$ cat src/rtl/key_speed_pkg.sv
// Shared types and constants for the key-driven breathing-speed controller.
package key_speed_pkg;

  localparam int SPEED_W          = 2;
  localparam int CNT_DEB_MAX_DEF  = 1_000_000;
  localparam int LONG_WIN_MAX_DEF = 50;

  typedef enum logic [1:0] {
    IDLE        = 2'd0,
    DEB_PRESS   = 2'd1,
    HELD        = 2'd2,
    DEB_RELEASE = 2'd3
  } key_state_t;

endpackage

$ cat src/rtl/key_sync.sv
// Two-flop synchronizer for the raw key line; resets to the released level (1).
module key_sync (
  input  logic clk,
  input  logic rst,
  input  logic din,
  output logic dout
);

  logic meta;

  // Two register stages to settle metastability before the FSM sees the key.
  always_ff @(posedge clk or posedge rst) begin
    if (rst) begin
      meta <= 1'b1;
      dout <= 1'b1;
    end else begin
      meta <= din;
      dout <= meta;
    end
  end

endmodule

$ cat src/rtl/key_speed_ctrl.sv
// Debounced key controller: short presses step the breathing speed, long
// presses toggle pause. Long-press path is built only when KEY_LONG_PRESS_EN
// is defined; otherwise every debounced press/release counts as short.
module key_speed_ctrl
  import key_speed_pkg::*;
#(
  parameter int CNT_DEB_MAX  = CNT_DEB_MAX_DEF,
  parameter int LONG_WIN_MAX = LONG_WIN_MAX_DEF
) (
  input  logic               sys_clk,
  input  logic               sys_rst,
  input  logic               key_in,
  output logic [SPEED_W-1:0] speed_sel,
  output logic               pause,
  output logic               key_flag,
  output logic               long_flag
);

  localparam int DEB_W = (CNT_DEB_MAX > 1) ? $clog2(CNT_DEB_MAX) : 1;
  localparam logic [DEB_W-1:0] DEB_LAST = DEB_W'(CNT_DEB_MAX - 1);

  // Reject parameter sets for which the counters would be meaningless.
  if (CNT_DEB_MAX < 2 || LONG_WIN_MAX < 1) begin : g_bad_params
    $error("key_speed_ctrl: CNT_DEB_MAX must be >= 2 and LONG_WIN_MAX >= 1");
  end

  key_state_t       state;
  logic [DEB_W-1:0] cnt_deb;
  logic             key_s;

`ifdef KEY_LONG_PRESS_EN
  localparam int LONG_W = $clog2(LONG_WIN_MAX + 1);
  localparam logic [LONG_W-1:0] LONG_TOP  = LONG_W'(LONG_WIN_MAX);
  localparam logic [LONG_W-1:0] LONG_LAST = LONG_W'(LONG_WIN_MAX - 1);

  logic [LONG_W-1:0] cnt_long;
  logic              long_done;
`else
  assign pause     = 1'b0;
  assign long_flag = 1'b0;
`endif

  key_sync u_key_sync (
    .clk  (sys_clk),
    .rst  (sys_rst),
    .din  (key_in),
    .dout (key_s)
  );

  // Press/release debounce FSM with registered speed, pause and pulse outputs.
  always_ff @(posedge sys_clk or posedge sys_rst) begin
    if (sys_rst) begin
      state     <= IDLE;
      cnt_deb   <= '0;
      speed_sel <= '0;
      key_flag  <= 1'b0;
`ifdef KEY_LONG_PRESS_EN
      cnt_long  <= '0;
      long_done <= 1'b0;
      pause     <= 1'b0;
      long_flag <= 1'b0;
`endif
    end else begin
      key_flag  <= 1'b0;
`ifdef KEY_LONG_PRESS_EN
      long_flag <= 1'b0;
`endif
      unique case (state)
        IDLE: begin
          if (!key_s) begin
            state   <= DEB_PRESS;
            cnt_deb <= '0;
          end
        end
        DEB_PRESS: begin
          if (key_s) begin
            state   <= IDLE;
            cnt_deb <= '0;
          end else if (cnt_deb == DEB_LAST) begin
            state    <= HELD;
            cnt_deb  <= '0;
`ifdef KEY_LONG_PRESS_EN
            cnt_long <= '0;
`endif
          end else begin
            cnt_deb <= cnt_deb + 1'b1;
          end
        end
        HELD: begin
          if (key_s) begin
            state   <= DEB_RELEASE;
            cnt_deb <= '0;
          end
`ifdef KEY_LONG_PRESS_EN
          else if (cnt_deb == DEB_LAST) begin
            cnt_deb <= '0;
            if (cnt_long != LONG_TOP) begin
              cnt_long <= cnt_long + 1'b1;
            end
            if (cnt_long == LONG_LAST) begin
              long_flag <= 1'b1;
              pause     <= ~pause;
              long_done <= 1'b1;
            end
          end else begin
            cnt_deb <= cnt_deb + 1'b1;
          end
`endif
        end
        DEB_RELEASE: begin
          if (!key_s) begin
            state   <= HELD;
            cnt_deb <= '0;
          end else if (cnt_deb == DEB_LAST) begin
            state   <= IDLE;
            cnt_deb <= '0;
`ifdef KEY_LONG_PRESS_EN
            if (!long_done) begin
              key_flag  <= 1'b1;
              speed_sel <= speed_sel + 1'b1;
            end
            long_done <= 1'b0;
`else
            key_flag  <= 1'b1;
            speed_sel <= speed_sel + 1'b1;
`endif
          end else begin
            cnt_deb <= cnt_deb + 1'b1;
          end
        end
        default: begin
          state   <= IDLE;
          cnt_deb <= '0;
        end
      endcase
    end
  end

endmodule
$ cat config.mk
export PLATFORM = sky130hd
export DESIGN_NAME = key_speed_ctrl
export DESIGN_NICKNAME = d
export VERILOG_FILES = /design/src/rtl/key_speed_pkg.sv /design/src/rtl/key_sync.sv /design/src/rtl/key_speed_ctrl.sv
export SDC_FILE = /design/constraint.sdc
export NUM_CORES = 1
export LEC_CHECK = 0
export CAP_MARGIN = 10
export CORE_ASPECT_RATIO = 0.8
export CORE_MARGIN = 2
export CORE_UTILIZATION = 45
export DETAILED_ROUTE_END_ITERATION = 10
export PLACE_DENSITY = 0.69
export SYNTH_ARGS = -nofsm -noshare
export SYNTH_HDL_FRONTEND = slang
export SYNTH_HIERARCHICAL = 1
export SYNTH_SLANG_ARGS = --single-unit
$ cat constraint.sdc
create_clock -name sys_clk -period 2.56 [get_ports sys_clk]
set_input_delay 0.768 -clock sys_clk [delete_from_list [all_inputs] [get_ports sys_clk]]
set_output_delay 0.768 -clock sys_clk [all_outputs]
set_load 0.01 [all_outputs]
Yosys cells after proc, flatten, opt, wreduce, memory -nomap -nowiden
Index checks and enable logic that the tools add are counted.
- register bits: 27
- input port bits: 3
- output and inout port bits: 5
- logic and storage cells: 36
- add/subtract/negate cells: 2
- equality and inequality tests: 8
- muxes and demuxes: 16
- reduce and logical (&&, ||, !) cells: 4
- operators with widths (kind ; count):
    $mux W20 ; 5
    $pmux W20 S4 ; 1
    $add A20 B1 Y20 const B ; 1
    $eq A20 B20 Y1 const B ; 1
    $mux W2 ; 6
    $pmux W2 S4 ; 1
    $eq A2 B2 Y1 const B ; 2
    $reduce_and A4 Y1 ; 1
    $mux W1 ; 3
    $ne A3 B2 Y1 const B ; 1
    $ne A3 B3 Y1 const B ; 1
    $reduce_and A3 Y1 ; 1
    $add A2 B1 Y2 const B ; 1
    $eq A2 B1 Y1 const B ; 1
    $logic_not A2 Y1 ; 1
    $ne A2 B1 Y1 const B ; 1
    $ne A2 B2 Y1 const B ; 1
    $reduce_and A2 Y1 ; 1

Longest topological paths before layout
- depth after elaboration: 4
- gate-level depth with buffers: 7
- mapped depth without buffers: 6

Modules after synthesis
The synthesis kept the hierarchy.
- modules (own cells, without submodules) (module ; times used ; cells each ; area each (um2)):
    key_speed_ctrl ; 1 ; 156 ; 1446.4
    key_sync ; 1 ; 3 ; 56.3

Worst setup path after synthesis
Ideal clock, no wire load.
- path type: flip-flop to flip-flop
- from: register cnt_deb[0]
- to: register with a tool-made name
- arrival time: 1.488 ns
- data required time: 2.435 ns
- slack: 0.947 ns
- cell stages (with the launch flop): 8
- path buffers: 1
- path through: dfrtp_1 > ha_1 > nand3_2 > nor4_4 > a21oi_4 > buf_6 > o21ai_2 > o31ai_2
- RTL lines (element ; RTL line ; text):
    from (decl) ; key_speed_ctrl.sv:28 ; logic [DEB_W-1:0] cnt_deb;
    from (signal assigned) ; key_speed_ctrl.sv:86 ; cnt_deb <= cnt_deb + 1'b1;
    from (signal assigned) ; key_speed_ctrl.sv:128 ; cnt_deb <= cnt_deb + 1'b1;

Worst setup path after layout
- from: register u_key_sync.dout
- to: register cnt_deb[19]
- word-level cells in the longest chain between the ends: 2
- elaborated cells between the ends (all ways): 6
- RTL lines (element ; RTL line ; text):
    from (decl) ; key_sync.sv:6 ; output logic dout
    from (signal assigned) ; key_sync.sv:18 ; dout <= meta;
    $mux W20, or another cell as far along ; key_speed_ctrl.sv:111 ; if (!key_s) begin
    $pmux W20 S4 or $reduce_and A2 Y1 (tied branches) ; - ;
Parallel ways exist; a longest one is shown, timed or not.
A chain may end at the register's enable or synchronous reset.

==> results.toml <==
[outcome]
status = "finished, final reports clean"

[global_routing]
grt_pass1_vias = 1082
grt_remaining_overflow = 0
antenna_found_initial = 0
grt_pass1_wl_um = 5126
grt_use_total = 0.1778
grt_max_degree = 26

[drt]
routed-via-count = 1154
drtIter0Drc = 115
routed_wl_um = 2884
dr.pass1.iters = 4
ant_nets = 0
remaining_drc_errors = 0
viasPerCell = 5.685
wl_per_cell_um = 14.21

[timing]
whs_ps = 365.1
final-setup-viol-count = 0
fin_crit_ps = 2095
max_clock_freq_mhz = 477.4
drv_slew = 0
hold_viol_final = 0
fin_crit_sh = 0.8182
setup_tns_ps = 0
finalClockSkew_ps = 7.330
rsz0062_at_grt = "false"

[clock_network]
cts_num_sinks = 27
clockBufferDepth = 2
post_cts_buffers = 0
cts_buffers = 3
clkLatencyLatePin_ps = 270
cts_tree = "done"
htreeDepth = 1
ctsResizeCount = 0
clkTransAtPathRegs_ps = 90
holdBufCountCts = 0
cts_root_buf = "clkbuf_8"

[worst_hold_path]
worstHoldPathType = "flop to flop"
hold_end = "u_key_sync/dout$_DFF_PP1_"
hold_path_depth = 0
hold_start = "u_key_sync/meta$_DFF_PP1_"

[placed_design]
io_buffers = 5
gp_congestion = 0.8000
hpwl_um = 2095

[run]
maxCapViolCount = 0

[floorplanning]
core.rowCount = 18
pin_count = 8
die_h_um = 55.69
core_area_um2 = 3131
dieArea_um2 = 3820
die_x_um = 68.61
initial_core_util = 0.4800

[logic_synthesis]
synth-edff-count = 0
ys_async_sr_fraction = 1.000
syn_avg_cell_area_um2 = 9.451
synth_area_um2 = 1503
ys.flop_type = "dfrtp_1"
synth.distinct_cells = 40
synth_seq_cells = 27
ys_seq_area_frac = 0.4513
ys_warn_count = 6
synthCells = 159

[cells_and_area]
layout-drive-gt1-share = 0.1718
final_nets = 168
insertedDiodeCount = 0
num-fill-cells = 285
final_cell_mix = "dfrtp_1 (25), nand2_1 (18), nand3_1 (13)"
area_delta_synth_final_pct = 7.994
final_common_cell = "dfrtp_1"

[critical_path]
worstPathMaxFanout = 18
crit_path_cell_trace = "xnor2_1 -> nand2_1 -> a21oi_4 -> or3b_1 -> nand3_1"
r2r_end = "cnt_deb[19]$_DFFE_PP0P_"
cp.arrival_ps = 2310
max_stage_delay_ps = 560
required_ps = 2770
critPathCaptureType = "flop"
cp_slowest_cell = "dfstp_2"
rr_worst_depth = 5
rr_startpoint = "u_key_sync/dout$_DFF_PP1_"
worstSetupPathType = "flop to flop"
reg2reg_slack_ps = 470
worst_setup_path_start_kind = "flop"

[pwr]
irDropWorstVdd_mv = 0.4738
finalPower_mw = 1.075
power.leakage_nw = 0.6567
power_density_nw_per_um2 = 662.5
## routing by layer
layer | wire, um | GRT usage | share of wire
met5 | 0 | 0 | 0
met4 | 19 | 0.04286 | 0.0066
met3 | 121 | 0.04858 | 0.042
met2 | 1332 | 0.2582 | 0.46
met1 | 1411 | 0.2596 | 0.49
## how the worst max path moves through the flow
stage | start | end | slack, ps | cells after the start
6_report | u_key_sync/dout$_DFF_PP1_ | cnt_deb[19]$_DFFE_PP0P_ | 470 | 5
4_1_cts | u_key_sync/dout$_DFF_PP1_ | cnt_deb[19]$_DFFE_PP0P_ | 460 | 5
3_3_place_gp | u_key_sync/dout$_DFF_PP1_ | cnt_deb[19]$_DFFE_PP0P_ | 560 | 5
5_1_grt | u_key_sync/dout$_DFF_PP1_ | cnt_deb[19]$_DFFE_PP0P_ | 340 | 5
2_1_floorplan | cnt_deb[0]$_DFFE_PP0P_ | flop | 950 | 7
3_5_place_dp | u_key_sync/dout$_DFF_PP1_ | cnt_deb[19]$_DFFE_PP0P_ | 490 | 5
## registers in the layout (all words and copies together), names as in the netlist, named ones only
signal           count
cnt_deb             20
state                1
speed_sel            2
u_key_sync/dout      1
u_key_sync/meta      1
key_flag             1
## through the flow
| stage | utilization | setup slack (ps) | cells | cell area [um^2] |
|---|---|---|---|---|
| detailed placement | 0.5036 | 490.9 | 199 | 1577 |
| CTS | 0.5184 | 461.8 | 203 | 1623 |
| global route | 0.5184 | 339.7 | 203 | 1623 |
| global placement | 0.5036 | 556.7 | 199 | 1577 |
| finish | 0.5184 | 465.4 | 203 | 1623 |
| floorplan | - | 947.2 | 160 | 1506 |
## kinds of logic (layout without fill, tap and decap cells)
group                    count (synthesis)  after routing  synth area share
AO/OA/AOI/OAI                           27             27            0.1157
XOR/XNOR                                 6              6           0.03497
adder cells (fa/ha/maj)                  1              1          0.008325
buffers and inverters                   18             21           0.05744
flip-flops                              27             27            0.4513
multiplexers                             3              3           0.01998
other                                    1              2          0.002496
AND/OR/NAND/NOR                         76             76            0.3097
## power breakdown
group          total (mW)  leakage [nW]  switching (mW)  internal [mW]
clock network       0.236        0.0255           0.127          0.109
registers           0.497         0.365          0.0356          0.461
logic               0.342         0.266           0.233          0.109
## area by class of cell
class / count / area, um^2 / area share
clock buffers: 3 / 41.29 / 0.02544
clock inverters: 1 / 5.005 / 0.003084
flip-flops and latches: 27 / 678.2 / 0.4179
well taps: 40 / 50.05 / 0.03084
inverters: 9 / 33.78 / 0.02082
multi-input cells: 115 / 742.0 / 0.4572
repair buffers: 8 / 72.57 / 0.04472
## critical path: cells and delay by family (launching register included)
| kind | cells | cell delay (ps) |
|---|---|---|
| simple gates | 3 | 810 |
| flops | 1 | 560 |
| compound gates | 1 | 520 |
| xor+xnor | 1 | 150 |
## cell usage after synthesis, types with 2 or more instances
cell type  count  share of area
nor2_1         8          0.020
nor2_2         3          0.012
nand4_1       10          0.042
o21ai_1        4          0.013
a221o_1        2          0.013
a21oi_1        7          0.023
dfrtp_1       25           0.42
or3_1          4          0.017
buf_4          2          0.010
nand3_1       13          0.043
clkbuf_1       3         0.0075
inv_1          9          0.022
buf_2          3          0.010
nand2_1       18          0.045
and2_1         2         0.0083
nand3_2        5          0.033
o21ai_0        9          0.030
xor2_1         5          0.029
dfstp_2        2          0.035
mux2i_1        3          0.020
nor3_2         3          0.020
Note: power is estimated with default switching activity, not from simulation.
